==> src/rtl/sonata_clkgen.sv <==
// Portable clock and reset generator: board clock passthrough, emulated PLL lock, synchronised rst_sys_n.
// Latency: locked rises after edge LockCycles+1 of reset release; rst_sys_n rises ResetSyncStages edges later.
// Backpressure: none; free-running generator. Optional power-on reset stretcher under `SONATA_CLKGEN_POR_EN.
module sonata_clkgen #(
  parameter int unsigned LockCycles      = 64,
  parameter int unsigned ResetSyncStages = 2
) (
  input  logic IO_CLK,
  input  logic IO_RST,
  output logic IO_CLK_BUF,
  output logic clk_sys,
  output logic locked,
  output logic rst_sys_n
);

  // Counter just wide enough to hold LockCycles without wrapping.
  localparam int unsigned CntW = $clog2(LockCycles + 1);
  localparam logic [CntW-1:0] LockMax = CntW'(LockCycles);

  // Out-of-range parameters would silently give a wrong lock time, so stop elaboration.
  if (LockCycles < 1 || LockCycles > 65535) begin : g_bad_lock_cycles
    $error("sonata_clkgen: LockCycles must be in 1..65535");
  end
  if (ResetSyncStages < 2) begin : g_bad_sync_stages
    $error("sonata_clkgen: ResetSyncStages must be at least 2");
  end

  // Generic build: both clocks are the board clock, no buffering primitive.
  assign IO_CLK_BUF = IO_CLK;
  assign clk_sys    = IO_CLK;

  // Effective reset seen by the lock counter and the release chain.
  logic rst_eff;

`ifdef SONATA_CLKGEN_POR_EN
  // Power-on counter; only configuration clears it, IO_RST deliberately does not.
  logic [7:0] por_cnt_q = 8'd0;
  logic [7:0] por_cnt_d;

  // Next power-on count: count up and stick at 255.
  always_comb begin
    por_cnt_d = por_cnt_q;
    if (por_cnt_q != 8'hFF) begin
      por_cnt_d = por_cnt_q + 8'd1;
    end
  end

  // Power-on counter register, free-running from configuration.
  always_ff @(posedge IO_CLK) begin
    por_cnt_q <= por_cnt_d;
  end

  // Short quiet window, then a forced reset stretch, then follow the external request.
  always_comb begin
    rst_eff = IO_RST;
    if (por_cnt_q < 8'd5) begin
      rst_eff = 1'b0;
    end else if (por_cnt_q < 8'd200) begin
      rst_eff = 1'b1;
    end
  end
`else
  assign rst_eff = IO_RST;
`endif

  // Lock emulation state; initial values cover the window before any reset edge.
  logic [CntW-1:0]            lock_cnt_q = '0;
  logic [CntW-1:0]            lock_cnt_d;
  logic                       locked_q   = 1'b0;
  logic                       locked_d;
  logic [ResetSyncStages-1:0] sync_q     = '0;
  logic [ResetSyncStages-1:0] sync_d;

  // Next-state: saturating lock counter, registered compare, shift lock into the release chain.
  always_comb begin
    lock_cnt_d = lock_cnt_q;
    if (lock_cnt_q != LockMax) begin
      lock_cnt_d = lock_cnt_q + CntW'(1);
    end
    locked_d = (lock_cnt_q == LockMax);
    sync_d   = {sync_q[ResetSyncStages-2:0], locked_q};
  end

  // State registers; reset clears everything at the sampling edge so rst_sys_n asserts with no delay.
  always_ff @(posedge IO_CLK) begin
    if (rst_eff) begin
      lock_cnt_q <= '0;
      locked_q   <= 1'b0;
      sync_q     <= '0;
    end else begin
      lock_cnt_q <= lock_cnt_d;
      locked_q   <= locked_d;
      sync_q     <= sync_d;
    end
  end

  assign locked    = locked_q;
  assign rst_sys_n = sync_q[ResetSyncStages-1];

endmodule

==> config.mk <==
export PLATFORM = sky130hd
export DESIGN_NAME = sonata_clkgen
export DESIGN_NICKNAME = d
export VERILOG_FILES = /design/src/rtl/sonata_clkgen.sv
export SDC_FILE = /design/constraint.sdc
export NUM_CORES = 1
export LEC_CHECK = 0
export BUFFER_PORTS_ARGS = -buffer_cell sky130_fd_sc_hd__buf_4
export CAP_MARGIN = 30
export CORE_MARGIN = 3
export CORE_UTILIZATION = 30
export DETAILED_ROUTE_END_ITERATION = 12
export PLACE_DENSITY = 0.56
export SLEW_MARGIN = 10
export SYNTH_ARGS = -nofsm -noshare
export SYNTH_HDL_FRONTEND = slang
export SYNTH_SLANG_ARGS = --single-unit
==> constraint.sdc <==
create_clock -name IO_CLK -period 1.8 [get_ports IO_CLK]
set_input_delay 0 -clock IO_CLK [delete_from_list [all_inputs] [get_ports IO_CLK]]
set_output_delay 0 -clock IO_CLK [all_outputs]
set_load 0.05 [all_outputs]
==> impl_metrics.yaml, run 1 <==
drt:
  wl_per_cell_um: 10.9
  drt-total-wl_um: 775
  drt_pass1_iterations: 4
  final_antenna_net_count: 0
  via_count: 334
  post_drt_via_cell_ratio: 4.70
  drt_iter0_markers: 11
  drcViolationCount: 0
cells_and_area:
  drive_above_1_share: 0.304
  mostFrequentLayoutCell: "dfxtp_1"
  n_antenna_cell: 0
  multiInputGateArea_um2: 216
  fillers: 144
  mostFrequentLayoutCells: "10 x dfxtp_1, 7 x clkbuf_4, 7 x buf_4"
  syn2layout_area_growth_pct: 26.0
  fin_nets: 62
  regArea_um2: 200
pwr:
  power_switching_mw: 0.308
  p_comb_frac: 0.047
  power-per-cell-area_mw_per_mm2: 1410
  ir_drop_uv: 1110
  p_leak_nw: 0.224
  p_int_mw: 0.482
  swShare: 0.390
  seq_power_share: 0.295
  p_clk_frac: 0.658
timing:
  finalHoldViolations: 0
  drv_slew: 0
  fin_hold_ws_ps: 404
  skew_ps: 3.50
  fmax_mhz: 595
  setup_viol: 0
  period_needed_ps: 1680
  slew_headroom: 0.871
  rsz0062_at_grt: "false"
  worst_slew_pin_slew_ps: 193
  tns_ps: 0
  post-route-period-util: 0.934
floorplan:
  start_util: 0.328
  die_w_um: 44.4
  dieArea_mm2: 0.00197
  ioPinCount: 6
  fp.coreArea_mm2: 0.00135
  die_h_um: 44.4
  num_rows: 13
critical_path:
  cp.arrival_ps: 1980
  cp_max_fo: 6
  end_kind: "register"
  cp.required_ps: 2100
  critical_path_class: "register to register"
  regToRegSetupSlack_ps: 120
  worstSetupStartpointType: "register"
  crit_path_top_delay_cell: "or4b_4"
  r2r-end: "lock_cnt_q[1]$_SDFFE_PP0P_"
  critical_path.cell_chain: "inv_1 -> ha_1 -> or4b_4 -> nor3b_4 -> buf_4 -> mux2i_1"
  cp-startpoint: "lock_cnt_q[0]$_SDFFE_PP0P_"
  reg2reg_from: "lock_cnt_q[0]$_SDFFE_PP0P_"
  cp_slowest_stage_delay_ps: 470
  r2r_cells: 6
placement:
  io_buffers: 5
  dp_hpwl_um: 502
  routabilityCongestion: 0.727
hold_path:
  whs_path_depth: 3
  hold_start: "IO_CLK"
  min_to: "IO_CLK_BUF"
  hold_class: "clock port to primary output"
grt:
  grtUsageTotal: 0.108
  grt_first_pass_wirelength_um: 1280
  antenna_found_initial: 0
  overflow: 0
  grt_max_degree: 13
  grt_pass1_vias: 314
clock_tree:
  worstSkewPairLatency_ps: 370
  cts_resized: 0
  tritoncts: "yes"
  path_clk_slew_ps: 60
synth:
  syn_inst: 44
  yosysWarnings: 0
  ys_seq_area_frac: 0.452
  synth-seq-cells: 10
  synth-main-ff-cell: "dfxtp_1"
  synth_area_um2: 443
  synth_nets: 48
  async_flop_share: 0
  avgSynthCellArea_um2: 10.1
  yosysUniqueCellTypes: 21
  synth-edff-count: 0
run_status:
  run_status: "complete, no violations"
flow_run:
  drv_cap: 0
## per-layer routing
layer	track usage	share of wire
met1	0.116	0.45
met2	0.102	0.44
met3	0.0894	0.076
met4	0.151	0.028
met5	0	0
## cell usage after synthesis, drive strengths merged (2+ instances only)
master	n	share of area
dfxtp	10	0.45
nand3	3	0.034
nor2b	3	0.042
nor3	3	0.034
buf	2	0.034
ha	2	0.056
inv	2	0.017
nand2b	2	0.028
nor2	2	0.017
o21ai	2	0.023
or3	2	0.028
xor2	2	0.040
## flip-flops by register name (all words and copies together) (netlist names)
| signal | flops |
|---|---|
| locked | 1 |
| sync_q | 2 |
| lock_cnt_q | 7 |
## final cells by class
cell class / instances / area share
Multi-Input combinational cell: 29 / 0.388
Sequential cell: 10 / 0.359
Clock buffer: 9 / 0.121
Timing Repair Buffer: 6 / 0.0852
Tap cell: 15 / 0.0336
Inverter: 2 / 0.0135
## through the flow
| stage | std cells | power, mW | util | setup WS, ps | area (um^2) |
|---|---|---|---|---|---|
| final | 71 | 0.789 | 0.413 | 118 | 558 |
| after global routing | 71 | 0.830 | 0.413 | 30.3 | 558 |
| after CTS | 71 | 0.808 | 0.413 | 119 | 558 |
| after detailed placement | 63 | 0.513 | 0.367 | 132 | 495 |
| after global placement | 63 | 0.513 | 0.367 | 130 | 495 |
| after floorplan | 44 | 0.504 | - | 92.0 | 443 |
## worst max-delay path: cells and delay by family (launching register included)
family	cells	cell delay, ps
flops	1	340
buf+inv	2	280
mux	1	170
fa+ha+maj	1	140
simple gates	2	690
## worst max path at each step
| stage | to | slack (ps) | depth (start not counted) |
|---|---|---|---|
| final | lock_cnt_q[1]$_SDFFE_PP0P_ | 120 | 6 |
| after detailed placement | lock_cnt_q[0]$_SDFFE_PP0P_ | 130 | 5 |
| after global routing | lock_cnt_q[1]$_SDFFE_PP0P_ | 30 | 6 |
| after CTS | lock_cnt_q[1]$_SDFFE_PP0P_ | 120 | 6 |
| after global placement | lock_cnt_q[0]$_SDFFE_PP0P_ | 130 | 5 |
| after floorplan | lock_cnt_q[0]$_SDFFE_PP0P_ | 90 | 5 |
## cell families after synthesis
logic type                 Yosys count  share of synthesized area
AOI/OAI and AO/OA                    4                     0.0508
xor gates and xnor gates             3                     0.0593
adders and majority gates            2                     0.0565
buffers and inverters                5                     0.0593
DFF                                 10                      0.452
muxes                                2                     0.0565
and+or+nand+nor                     18                      0.266
## timing repair
| action | CTS | global route |
|---|---|---|
| buffers inserted | 0 | 0 |
| hold endpoints to repair | 9 | 0 |
| hold buffers | 1 | 0 |
## power by group through the flow
stage / Clock (mW) / Combinational, mW / Sequential [mW]
2_1_floorplan: 0.240 / 0.0266 / 0.238
3_3_place_gp: 0.240 / 0.0357 / 0.238
3_5_place_dp: 0.240 / 0.0355 / 0.238
4_1_cts: 0.538 / 0.0374 / 0.233
5_1_grt: 0.554 / 0.0429 / 0.233
6_report: 0.519 / 0.0373 / 0.233
(Power assumes the default switching activity.)
==> inputs of run 2 (changes only) <==
Settings changed: ABC_AREA from default to 1, SETUP_SLACK_MARGIN from default to 0.5.
==> impl_metrics.yaml, run 2 <==
run_status:
  run_status: "complete, no violations"
cells_and_area:
  fin_util: 0.418
  final_cell_area_um2: 572
  mostFrequentLayoutCells: "13 x nand2_1, 11 x nor2_1, 9 x inv_1, 9 x dfxtp_1, 6 x clkbuf_4"
  fillers: 144
  syn2layout_area_growth_pct: 25.5
  multiInputGateArea_um2: 206
  registers.top_by_ff_count: "lock_cnt_q"
  regArea_um2: 201
  fin_nets: 79
  n_antenna_cell: 0
  drive_above_1_share: 0.233
  largest_reg_flops: 7
  layout.cells.non_filler: 88
  mostFrequentLayoutCell: "nand2_1"
floorplan:
  die_w_um: 45.0
  start_util: 0.333
  ioPinCount: 6
  fp.coreArea_mm2: 0.00137
  dieArea_mm2: 0.00202
  die_h_um: 45.0
  num_rows: 13
pwr:
  ir_drop_uv: 1070
  p_comb_frac: 0.037
  p_int_mw: 0.526
  power_switching_mw: 0.329
  swShare: 0.384
  seq_power_share: 0.275
  p_clk_frac: 0.688
  p_leak_nw: 0.254
  total_power_mw: 0.855
  power-per-cell-area_mw_per_mm2: 1490
grt:
  use_met1: 0.117
  grt_max_degree: 8
  use_met2: 0.110
  met3_usage: 0.0837
  grtUsageTotal: 0.104
  antenna_found_initial: 0
  overflow: 0
  top_usage_layer: "met1"
  grt_first_pass_wirelength_um: 1350
  grt_pass1_vias: 347
synth:
  yosys-top-cells-area: "dfxtp_1 44%, nand2_1 11%, nor2_1 9.1%, inv_1 7.4%, ha_1 5.5%"
  synth_top_cell_by_area: "dfxtp_1"
  async_flop_share: 0
  syn_inst: 62
  synth-seq-cells: 10
  ys_seq_area_frac: 0.440
  yosysMostFrequentCell: "nand2_1"
  synth_nets: 66
  synth-edff-count: 0
  synth-main-ff-cell: "dfxtp_1"
  yosysUniqueCellTypes: 12
  synth_top_area_frac: 0.440
  yosys-top-cells-count: "13 x nand2_1, 11 x nor2_1, 10 x dfxtp_1, 9 x inv_1, 5 x nand3_1"
  synth_area_um2: 455
  avgSynthCellArea_um2: 7.35
  yosysWarnings: 0
clock_tree:
  worstSkewPairLatency_ps: 370
  tritoncts: "yes"
  cts_setup_buffers: 0
hold_path:
  hold_class: "clock port to primary output"
timing:
  worst_slew_pin_slew_ps: 216
  setup_viol: 0
  fin_hold_ws_ps: 344
  skew_ps: 3.02
  tns_ps: 0
  slew_headroom: 0.855
  rsz0062_at_grt: "true"
  finalHoldViolations: 0
  drv_slew: 0
  finalWorstSetupSlack_ps: 515
critical_path:
  crit_buf_inv: 3
  crit_top_cell: "clkbuf_4"
  end_kind: "primary output"
  cp.arrival_ps: 1280
  worstSetupStartpointType: "clock port"
  cp_top_family: "buffers and inverters"
  cp_max_fo: 2
  crit_path_top_delay_cell: "buf_6"
  cp.required_ps: 1800
  cp_slowest_stage_delay_ps: 140
  critical_path_class: "clock port to primary output"
  critical_path.cell_chain: "clkbuf_4 -> clkbuf_4 -> buf_6"
placement:
  post_dp_cell_area_um2: 497
  dp.cells: 80
  io_buffers: 5
  dp_hpwl_um: 578
  pre_cts_ws_ps: 610
  routabilityCongestion: 0.797
drt:
  final_antenna_net_count: 0
  wl_per_cell_um: 9.15
  drt_iter0_markers: 16
  drcViolationCount: 0
  post_drt_via_cell_ratio: 4.41
  drt_pass1_iterations: 4
  via_count: 388
  drt-total-wl_um: 805
flow_run:
  drv_cap: 0
## run 2: area by class of cell
cell class              instances  share of cell area
clock buffers                   9               0.138
inverters                       9              0.0591
multi-input cells              41               0.361
flip-flops and latches         10               0.352
well taps                      15              0.0328
repair buffers                  4              0.0569
## run 2: worst paths after layout
path         slack (ps)                    endpoint  cells after the start                        from
max                 520                     clk_sys                      3                      IO_CLK
min                 340                  IO_CLK_BUF                      3                      IO_CLK
max reg2reg         640  lock_cnt_q[0]$_SDFFE_PP0P_                      7  lock_cnt_q[0]$_SDFFE_PP0P_
min reg2reg         410        sync_q[1]$_SDFF_PP0_                      2        sync_q[0]$_SDFF_PP0_
## run 2: repair_timing
action,in CTS,in global routing
hold buffers,1,0
hold endpoints to repair,6,0
gates cloned,0,0
setup endpoints to repair,2,3
gates resized for setup,2,3
## run 2: power by group through the flow
stage / clock network [mW] / logic (mW) / registers, mW
2_1_floorplan: 0.240 / 0.0211 / 0.238
3_3_place_gp: 0.240 / 0.0289 / 0.240
3_5_place_dp: 0.240 / 0.0294 / 0.240
4_1_cts: 0.578 / 0.0312 / 0.235
5_1_grt: 0.631 / 0.0360 / 0.236
6_report: 0.588 / 0.0315 / 0.235
## run 2: cell families (layout without fill, tap and decap cells)
group	count (synthesis)	after routing	synth area share
simple gates	36	36	0.349
buf+inv	11	22	0.107
flops	10	10	0.440
fa+ha+maj	2	2	0.0549
xor+xnor	2	2	0.0385
compound gates	1	1	0.0110
## run 2: layer usage
layer | vias to the layer above | wire length [um]
met5 | - | 0
met4 | 0 | 0
met3 | 0 | 26
met2 | 6 | 366
met1 | 170 | 412
li1 | 212 | -
## run 2: worst reg2reg max path: stages (launching register included)
cell	delay, ps
dfxtp_2	350
inv_1	120
ha_1	190
inv_1	40
nor2_1	80
nand3_1	130
nand3_1	100
nand2_1	50
